[src/rtl/bus_arbiter.sv]
`default_nettype none
// ============================================================================
// bus_arbiter : shares one memory bus between instruction fetch and data access
// Rev 1.0
// ============================================================================
module bus_arbiter #(
  parameter int WAIT_CYCLES = 1,
  parameter int STARVE_MAX  = 4
) (
  input  logic        clk,
  input  logic        rst,
  input  logic        if_req_i,
  input  logic [31:0] if_addr_i,
  output logic [31:0] if_rdata_o,
  output logic        if_ack_o,
  input  logic        d_req_i,
  input  logic        d_we_i,
  input  logic [3:0]  d_sel_i,
  input  logic [31:0] d_addr_i,
  input  logic [31:0] d_wdata_i,
  output logic [31:0] d_rdata_o,
  output logic        d_ack_o,
  output logic        bus_ce_o,
  output logic        bus_we_o,
  output logic [3:0]  bus_sel_o,
  output logic [31:0] bus_addr_o,
  output logic [31:0] bus_wdata_o,
  input  logic [31:0] bus_rdata_i,
  output logic        stall_req_o
);

  localparam logic [3:0] WAIT_LAST  = 4'(WAIT_CYCLES - 1);
  localparam logic [3:0] STARVE_LIM = 4'(STARVE_MAX);

  typedef enum logic [1:0] {
    IDLE = 2'd0,
    BUSY = 2'd1,
    DONE = 2'd2
  } state_t;

  state_t      state_q;
  logic [3:0]  wcnt_q;
  logic [3:0]  starve_q;
  logic        owner_data_q;
  logic        data_win;

  // Data wins unless fetch has already waited through STARVE_MAX data grants.
  assign data_win    = d_req_i & (~if_req_i | (starve_q < STARVE_LIM));
  assign stall_req_o = (if_req_i & ~if_ack_o) | (d_req_i & ~d_ack_o);

  always_ff @(posedge clk) begin
    if (rst) begin
      state_q      <= IDLE;
      wcnt_q       <= '0;
      starve_q     <= '0;
      owner_data_q <= 1'b0;
      if_rdata_o   <= '0;
      if_ack_o     <= 1'b0;
      d_rdata_o    <= '0;
      d_ack_o      <= 1'b0;
      bus_ce_o     <= 1'b0;
      bus_we_o     <= 1'b0;
      bus_sel_o    <= '0;
      bus_addr_o   <= '0;
      bus_wdata_o  <= '0;
    end else begin
      case (state_q)
        IDLE: begin
          if (data_win) begin
            owner_data_q <= 1'b1;
            bus_ce_o     <= 1'b1;
            bus_we_o     <= d_we_i;
            bus_sel_o    <= d_sel_i;
            bus_addr_o   <= d_addr_i;
            bus_wdata_o  <= d_wdata_i;
            wcnt_q       <= WAIT_LAST;
            state_q      <= BUSY;
            if (!if_req_i)
              starve_q <= '0;
            else if (starve_q != STARVE_LIM)
              starve_q <= starve_q + 4'd1;
          end else if (if_req_i) begin
            owner_data_q <= 1'b0;
            bus_ce_o     <= 1'b1;
            bus_we_o     <= 1'b0;
            bus_sel_o    <= 4'b1111;
            bus_addr_o   <= if_addr_i;
            bus_wdata_o  <= '0;
            wcnt_q       <= WAIT_LAST;
            starve_q     <= '0;
            state_q      <= BUSY;
          end
        end
        BUSY: begin
          if (wcnt_q != 4'd0) begin
            wcnt_q <= wcnt_q - 4'd1;
          end else begin
            if (owner_data_q) begin
              d_ack_o <= 1'b1;
              if (!bus_we_o)
                d_rdata_o <= bus_rdata_i;
            end else begin
              if_ack_o   <= 1'b1;
              if_rdata_o <= bus_rdata_i;
            end
            bus_ce_o  <= 1'b0;
            bus_we_o  <= 1'b0;
            bus_sel_o <= '0;
            state_q   <= DONE;
          end
        end
        DONE: begin
          if_ack_o <= 1'b0;
          d_ack_o  <= 1'b0;
          state_q  <= IDLE;
        end
        default: state_q <= IDLE;
      endcase
    end
  end

endmodule
`default_nettype wire
[config.mk]
export PLATFORM = sky130hd
export DESIGN_NAME = bus_arbiter
export DESIGN_NICKNAME = d
export VERILOG_FILES = /design/src/rtl/bus_arbiter.sv
export SDC_FILE = /design/constraint.sdc
export NUM_CORES = 1
export LEC_CHECK = 0
export BUFFER_PORTS_ARGS = -buffer_cell sky130_fd_sc_hd__buf_2
export CORE_MARGIN = 5
export CORE_UTILIZATION = 48
export CTS_CLUSTER_DIAMETER = 30
export DETAILED_ROUTE_END_ITERATION = 8
export GPL_TIMING_DRIVEN = 0
export PLACE_DENSITY_LB_ADDON = 0.2
export SLEW_MARGIN = 20
export SYNTH_ARGS = -nofsm -noshare
export SYNTH_HDL_FRONTEND = slang
export SYNTH_SLANG_ARGS = --single-unit
[constraint.sdc]
create_clock -name clk -period 2.4 [get_ports clk]
set_input_delay 0.24 -clock clk [delete_from_list [all_inputs] [get_ports clk]]
set_output_delay 0.24 -clock clk [all_outputs]
set_load 0.05 [all_outputs]
==> results of run 1 <==
[cell usage in the layout, fill, tap and decap left out, types with 2 or more instances in the layout]
master	n
nand3b_1	4
nor4_1	32
a21boi_1	2
buf_6	3
a32o_1	4
and4_1	65
o31ai_1	32
or3_1	3
nor2b_1	35
o21ai_0	5
nand2_1	4
buf_1	5
clkinvlp_4	3
a31o_2	3
o221ai_1	2
clkinv_2	3
dfxtp_1	147
nor2_1	6
nand2b_1	35
nand4_1	35
clkbuf_16	17
clkinv_4	2
buf_2	281
a22o_1	32
bufinv_16	4
nor3_1	4
or4_1	2
inv_1	8
ha_1	4
a31o_1	29
a21oi_1	37
a221o_1	32
clkbuf_1	76
[where the power goes]
group / switching [mW] / internal, mW / total [mW]
Combinational: 1.10 / 0.435 / 1.53
Clock: 1.05 / 1.74 / 2.79
Sequential: 0.0894 / 2.61 / 2.70
[metrics by stage]
| step | hold WS (ps) | util [%] | area (um^2) | power, mW |
|---|---|---|---|---|
| after floorplan | 366 | - | 6470 | 3.82 |
| after global placement | 449 | 60.8 | 8050 | 4.27 |
| after detailed placement | 453 | 60.8 | 8050 | 4.28 |
| after CTS | 16.3 | 65.5 | 8670 | 7.05 |
| after global routing | 16.0 | 65.5 | 8670 | 7.26 |
| final | 27.8 | 65.5 | 8670 | 7.03 |
[kinds of logic (layout without fill, tap and decap cells)]
kind of cell	count (synthesis)	after routing	synth area share, %
buffers and inverters	99	403	6.26
adders and majority gates	4	4	0.773
muxes	1	1	0.155
other	0	1	0
and+or+nand+nor	232	232	24.7
DFF	147	147	45.5
AOI/OAI and AO/OA	186	186	22.7
[worst max-delay path by stage]
stage / cells after the start / from / slack (ps) / to
finish: 7 / wcnt_q[0]$_SDFFE_PP0P_ / 250 / d_rdata_o[20]$_SDFFE_PP0P_
global placement: 8 / wcnt_q[0]$_SDFFE_PP0P_ / 360 / d_rdata_o[6]$_SDFFE_PP0P_
floorplan: 8 / wcnt_q[0]$_SDFFE_PP0P_ / 540 / if_rdata_o[10]$_SDFFE_PP0P_
detailed placement: 8 / wcnt_q[0]$_SDFFE_PP0P_ / 340 / d_rdata_o[6]$_SDFFE_PP0P_
global route: 7 / wcnt_q[0]$_SDFFE_PP0P_ / 50 / d_rdata_o[14]$_SDFFE_PP0P_
CTS: 8 / wcnt_q[0]$_SDFFE_PP0P_ / 280 / d_rdata_o[21]$_SDFFE_PP0P_
[critical path, cell delays in order (launching register included)]
cell and delay (ps):
dfxtp_1 320, inv_1 90, ha_1 160, nor3b_1 300
clkbuf_1 440, clkbuf_1 430, nand4_1 170, a21oi_1 160
[layer usage]
| metal | share of wire (%) | vias up | wire (um) | global-route usage [%] |
|---|---|---|---|---|
| li1 | - | 3186 | - | - |
| met1 | 42 | 3066 | 8690 | 32.1 |
| met2 | 49 | 265 | 10200 | 42.2 |
| met3 | 8.1 | 21 | 1690 | 6.69 |
| met4 | 1.3 | 0 | 269 | 7.19 |
| met5 | 0 | - | 0 | 0 |
[cell type report]
cell class                      instances  area [um^2]  share of cell area, %
Sequential cell                       147         2940                   33.9
Multi-Input combinational cell        423         3120                   36.0
Inverter                                8         30.0                  0.346
Buffer                                 91          375                   4.33
Clock inverter                         13          184                   2.12
Antenna cell                            1         2.50                 0.0289
Clock buffer                           19          433                   4.99
Timing Repair Buffer                  272         1360                   15.7
Tap cell                              176          220                   2.54
[sequential cells by signal, summed over array words and instances (netlist names), 2 cells and up]
signal       count
d_rdata_o       32
wcnt_q           4
bus_wdata_o     32
starve_q         4
bus_sel_o        4
if_rdata_o      32
bus_addr_o      32
state_q          2
==> metrics.md, run 1 <==
| Metric | Value |
|---|---|
| Arrival time worst endpoint | roughly 2500 ps |
| Worst vdd ir | approximately 0.44 mV |
| Mapped Cells | ~670 |
| Vias | about 6500 |
| DRT iter0 DRCs | around 430 |
| Worst setup SP type | flop |
| Die width | roughly 130 um |
| CTS tree | built |
| IO Pins | around 270 |
| Total Wirelength | 20800 um |
| Die H | ~130 um |
| Worst-path fanout max | 10 |
| Avg Cell Area, Syn | about 9.7 um^2 |
| Fin crit share | about 90% |
| Clock sink count | 147 |
| Fmax | 0.466 GHz |
| R2R setup slack | ~250 ps |
| Cts hold-fix bufs | 0 |
| GRT Total Usage | 25.2% |
| Post-synth top cells | 147 x dfxtp_1, 74 x clkbuf_1, 65 x and4_1 |
| Min cycle time layout | between 2000 and 2500 ps |
| CTS root buf | clkbuf_16 |
| Largest net degree at the start of global routing | 17 |
| First-pass GRT wire length | around 33000 um |
| Slew @ Worst Pin | ~570 ps |
| PwrDens | 810 nW/um^2 |
| Placement-stage worst setup slack | between 300 and 400 ps |
| Hold Path End | bus_wdata_o[19]$_SDFFE_PP0P_ |
| Post-synth EDFFs | 0 |
| Hold path cells | 2 |
| Worst Slack Setup Final | around 250 ps |
| H-tree depth | 4 |
| Clock Latency Late Sink | 420 ps |
| Hold Crit Class | in2reg |
| Total clock buffers created by CTS | 17 |
| Average wire per standard cell | roughly 18 um |
| Final setup vio count | 0 |
| Final estimated routing congestion in global placement | ~0.86 |
| DRC viols | 0 |
| Routed Antenna Nets | 0 |
| TritonRoute pass-1 iters | 4 |
| Site Rows | 42 |
| Final #Nets | roughly 1100 |
| Crit Reg-Reg Startpoint | wcnt_q[0]$_SDFFE_PP0P_ |
| Worst setup path class | reg2reg |
| Synth warnings | 0 |
| Largest area contributor in the netlist | dfxtp_1 |
| Filler cell count | 1176 |
| Placed insts | approximately 1100 |
| Post-CTS setup buffers | 0 |
| Mapped Area | roughly 6500 um^2 |
| Max-slew headroom | roughly three fifths |
| Post-Syn Nets | 810 |
| Post-DP HPWL | roughly 16000 um |
| Non-Filler Instances | around 1200 |
| Starting density of the core | approximately 49% |
| FFs w/ async S/R, synth | 0% |
| Top FF cell, synth | dfxtp_1 |
| Syn-to-layout area delta | 34.0% |
| CORE AREA | ~13000 um^2 |
| Antenna violations before repair | 1 |
| Synth area leaders | dfxtp_1 45%, and4_1 8.8%, a221o_1 4.9% |
| Most frequent cell after synthesis | dfxtp_1 |
| Final setup TNS | 0 ps |
| Hold Startpoint | d_wdata_i[19] |
| Post-CTS sizing | 0 |
| Reg2reg end | d_rdata_o[20]$_SDFFE_PP0P_ |
| RSZ-0062 raised after global routing | false |
| Netlist cell types | 44 |
| Critical path endpoint category | flop |
| Final Hold Viols | 0 |
| Yosys reg bits | roughly 150 |
| Buffers on Ports | roughly 270 |
| CP required | between 2000 and 3000 ps |
| Synth top area share | 45.5% |
| Clk buf depth | 2 |
| Number of global-route vias before repair | ~6200 |
| Leakage | between 3 and 4 nW |
| Status | finished clean |
| FF-to-FF path depth | 7 |
| Worst Skew | between 10 and 15 ps |
| Die area | roughly 16000 um^2 |
| Post-synthesis sequential area ratio | 45.5% |
| GRT overflow | 0 |
| Final Max Slew Viols | 0 |
| Max-Cap Viols | 0 |
| DR vias/cell | ~5.7 |
| CTS clock-pin slew for the worst setup and hold paths | around 60 ps |
| Layout cell share with drive strength beyond 1 | roughly a third |
Power figures use the tool's default switching activity.
==> run 2: changes to the inputs <==
ABC_AREA = 1   (was default)
CORE_UTILIZATION = 46   (was 48)
==> metrics.md, run 2 <==
| Metric | Value |
|---|---|
| Slew @ Worst Pin | around 540 ps |
| DR vias/cell | 4.88 |
| Final setup TNS | 0 ps |
| DRC viols | 0 |
| CTS root buf | clkbuf_16 |
| Fin crit share | approximately 70% |
| Cts hold-fix bufs | 0 |
| Synth area leaders | dfxtp_1 53%, nand2_1 16%, nand3_1 6.5% |
| TritonRoute pass-1 iters | 5 |
| Fmax | between 0.5 and 0.6 GHz |
| Avg Cell Area, Syn | 7.50 um^2 |
| Most frequent cell after synthesis | nand2_1 |
| Clock Latency Late Sink | approximately 420 ps |
| Status | finished clean |
| Worst vdd ir | about 0.44 mV |
| Clock sink count | 147 |
| Post-CTS sizing | 0 |
| CORE AREA | 12000 um^2 |
| Comb power frac | between 20% and 30% |
| CP required | approximately 2700 ps |
| Synth top area share | a little over half |
| Mapped Cells | around 750 |
| Sequential share of power | 36.6% |
| Syn-to-layout area delta | 39.2% |
| DRT iter0 DRCs | 233 |
| Worst-path fanout max | 10 |
| Worst setup SP type | flop |
| Final Hold Viols | 0 |
| Leakage | around 4.0 nW |
| Worst setup path class | reg2reg |
| CTS clock-pin slew for the worst setup and hold paths | about 60 ps |
| Post-DP HPWL | approximately 13000 um |
| Min cycle time layout | 1720 ps |
| Buffers on Ports | ~270 |
| CTS tree | built |
| Most frequent cells in the layout | 291 x buf_2, 234 x nand2_1, 147 x dfxtp_1 |
| Clk buf depth | 2 |
| Final Max Slew Viols | 0 |
| Largest net degree at the start of global routing | 17 |
| Antenna violations before repair | 0 |
| Clock Power Share | approximately 37% |
| Yosys reg bits | ~150 |
| Final #Nets | 1178 |
| Final setup vio count | 0 |
| FFs w/ async S/R, synth | 0% |
| Top FF cell, synth | dfxtp_1 |
| Final estimated routing congestion in global placement | between 0.8 and 0.9 |
| Die H | 120 um |
| Number of global-route vias before repair | 5721 |
| Site Rows | 40 |
| Most common cell after layout, fill and taps aside | buf_2 |
| PwrDens | a little under 1000 nW/um^2 |
| H-tree depth | 4 |
| Post-CTS setup buffers | 0 |
| Die area | 14500 um^2 |
| Power consumption | ~7.8 mW |
| GRT Total Usage | 24.2% |
| Total clock buffers created by CTS | 17 |
| Total Wirelength | between 15000 and 20000 um |
| IO Pins | between 200 and 300 |
| Worst Skew | ~7.5 ps |
| Netlist cell types | 26 |
| Post-synthesis sequential area ratio | 52.6% |
| Layout cell share with drive strength beyond 1 | between 30% and 40% |
| First-pass GRT wire length | between 20000 and 30000 um |
| GRT overflow | 0 |
| Post-synth top cells | 234 x nand2_1, 147 x dfxtp_1, 94 x nor2_1 |
| Internal | 5.09 mW |
| Max-slew headroom | between 60% and 70% |
| Arrival time worst endpoint | a little over 2000 ps |
| RSZ-0062 raised after global routing | false |
| Net switching power | 2.66 mW |
| Largest area contributor in the netlist | dfxtp_1 |
| Post-synth EDFFs | 0 |
| Starting density of the core | 46.8% |
| Routed Antenna Nets | 0 |
| Vias | ~6000 |
| Average wire per standard cell | about 15 um |
| Hold Crit Class | in2reg |
| Post-Syn Nets | 887 |
| Mapped Area | approximately 5600 um^2 |
| Synth warnings | 0 |
| Critical path endpoint category | flop |
| Die width | around 120 um |
| Max-Cap Viols | 0 |
| Switching Fraction | about a third |
## run 2: per-layer routing
layer,track usage (%),vias up,routed length (um)
met3,10.6,23,1790
met2,41.3,210,8460
li1,-,2987,-
met4,8.00,0,281
met5,0,-,0
met1,27.2,2630,7020
## run 2: layout make-up
cell class	instances	area [um^2]
tap	147	184
multi-input combinational	532	2340
inverter	19	71.3
fill	1112	4170
timing repair buffer	272	1360
sequential	147	2940
antenna	1	2.50
clock inverter	9	149
clock buffer	23	498
buffer	48	239
## run 2: logic make-up (layout without fill, tap and decap cells)
logic type / after synthesis / after routing / share of synthesized area (%)
buf+inv: 67 / 371 / 5.55
simple gates: 411 / 411 / 30.4
fa+ha+maj: 4 / 4 / 0.894
flops: 147 / 147 / 52.6
compound gates: 117 / 117 / 10.6
other cells: 0 / 1 / 0
## run 2: final timing paths
path	start	endpoint	slack, ps	depth (start not counted)
worst max-delay path	wcnt_q[0]$_SDFFE_PP0P_	d_rdata_o[11]$_SDFFE_PP0P_	680	8
worst min-delay path	d_wdata_i[29]	bus_wdata_o[29]$_SDFFE_PP0P_	40	3
worst max register to register	wcnt_q[0]$_SDFFE_PP0P_	d_rdata_o[11]$_SDFFE_PP0P_	680	8
worst min register to register	starve_q[3]$_SDFFE_PP0P_	starve_q[3]$_SDFFE_PP0P_	450	2
## run 2: worst max-delay path: stages (launching register included)
cell      delay (ps)
dfxtp_1          310
inv_1            120
ha_1             180
nand2_2          110
nor2_8           170
nand3_2          160
clkbuf_1         260
o21ai_0          240
nor2_1            60
## run 2: power by group through the flow
stage	Combinational, mW	Sequential (mW)	Clock, mW
2_1_floorplan	0.677	3.69	0
3_5_place_dp	2.06	2.88	0
4_1_cts	2.07	2.84	2.90
3_3_place_gp	2.05	2.88	0
5_1_grt	2.22	2.87	3.02
6_report	2.05	2.84	2.86
## run 2: per-stage QoR
step	std cells	hold slack (ps)	util (%)	worst slack, ps	cell area [um^2]
3_5_place_dp	1165	434	59.7	723	7140
6_report	1198	39.8	65.1	684	7790
3_3_place_gp	1165	431	59.7	742	7140
4_1_cts	1197	24.2	65.1	683	7790
2_1_floorplan	746	371	-	835	5600
5_1_grt	1197	29.9	65.1	530	7790
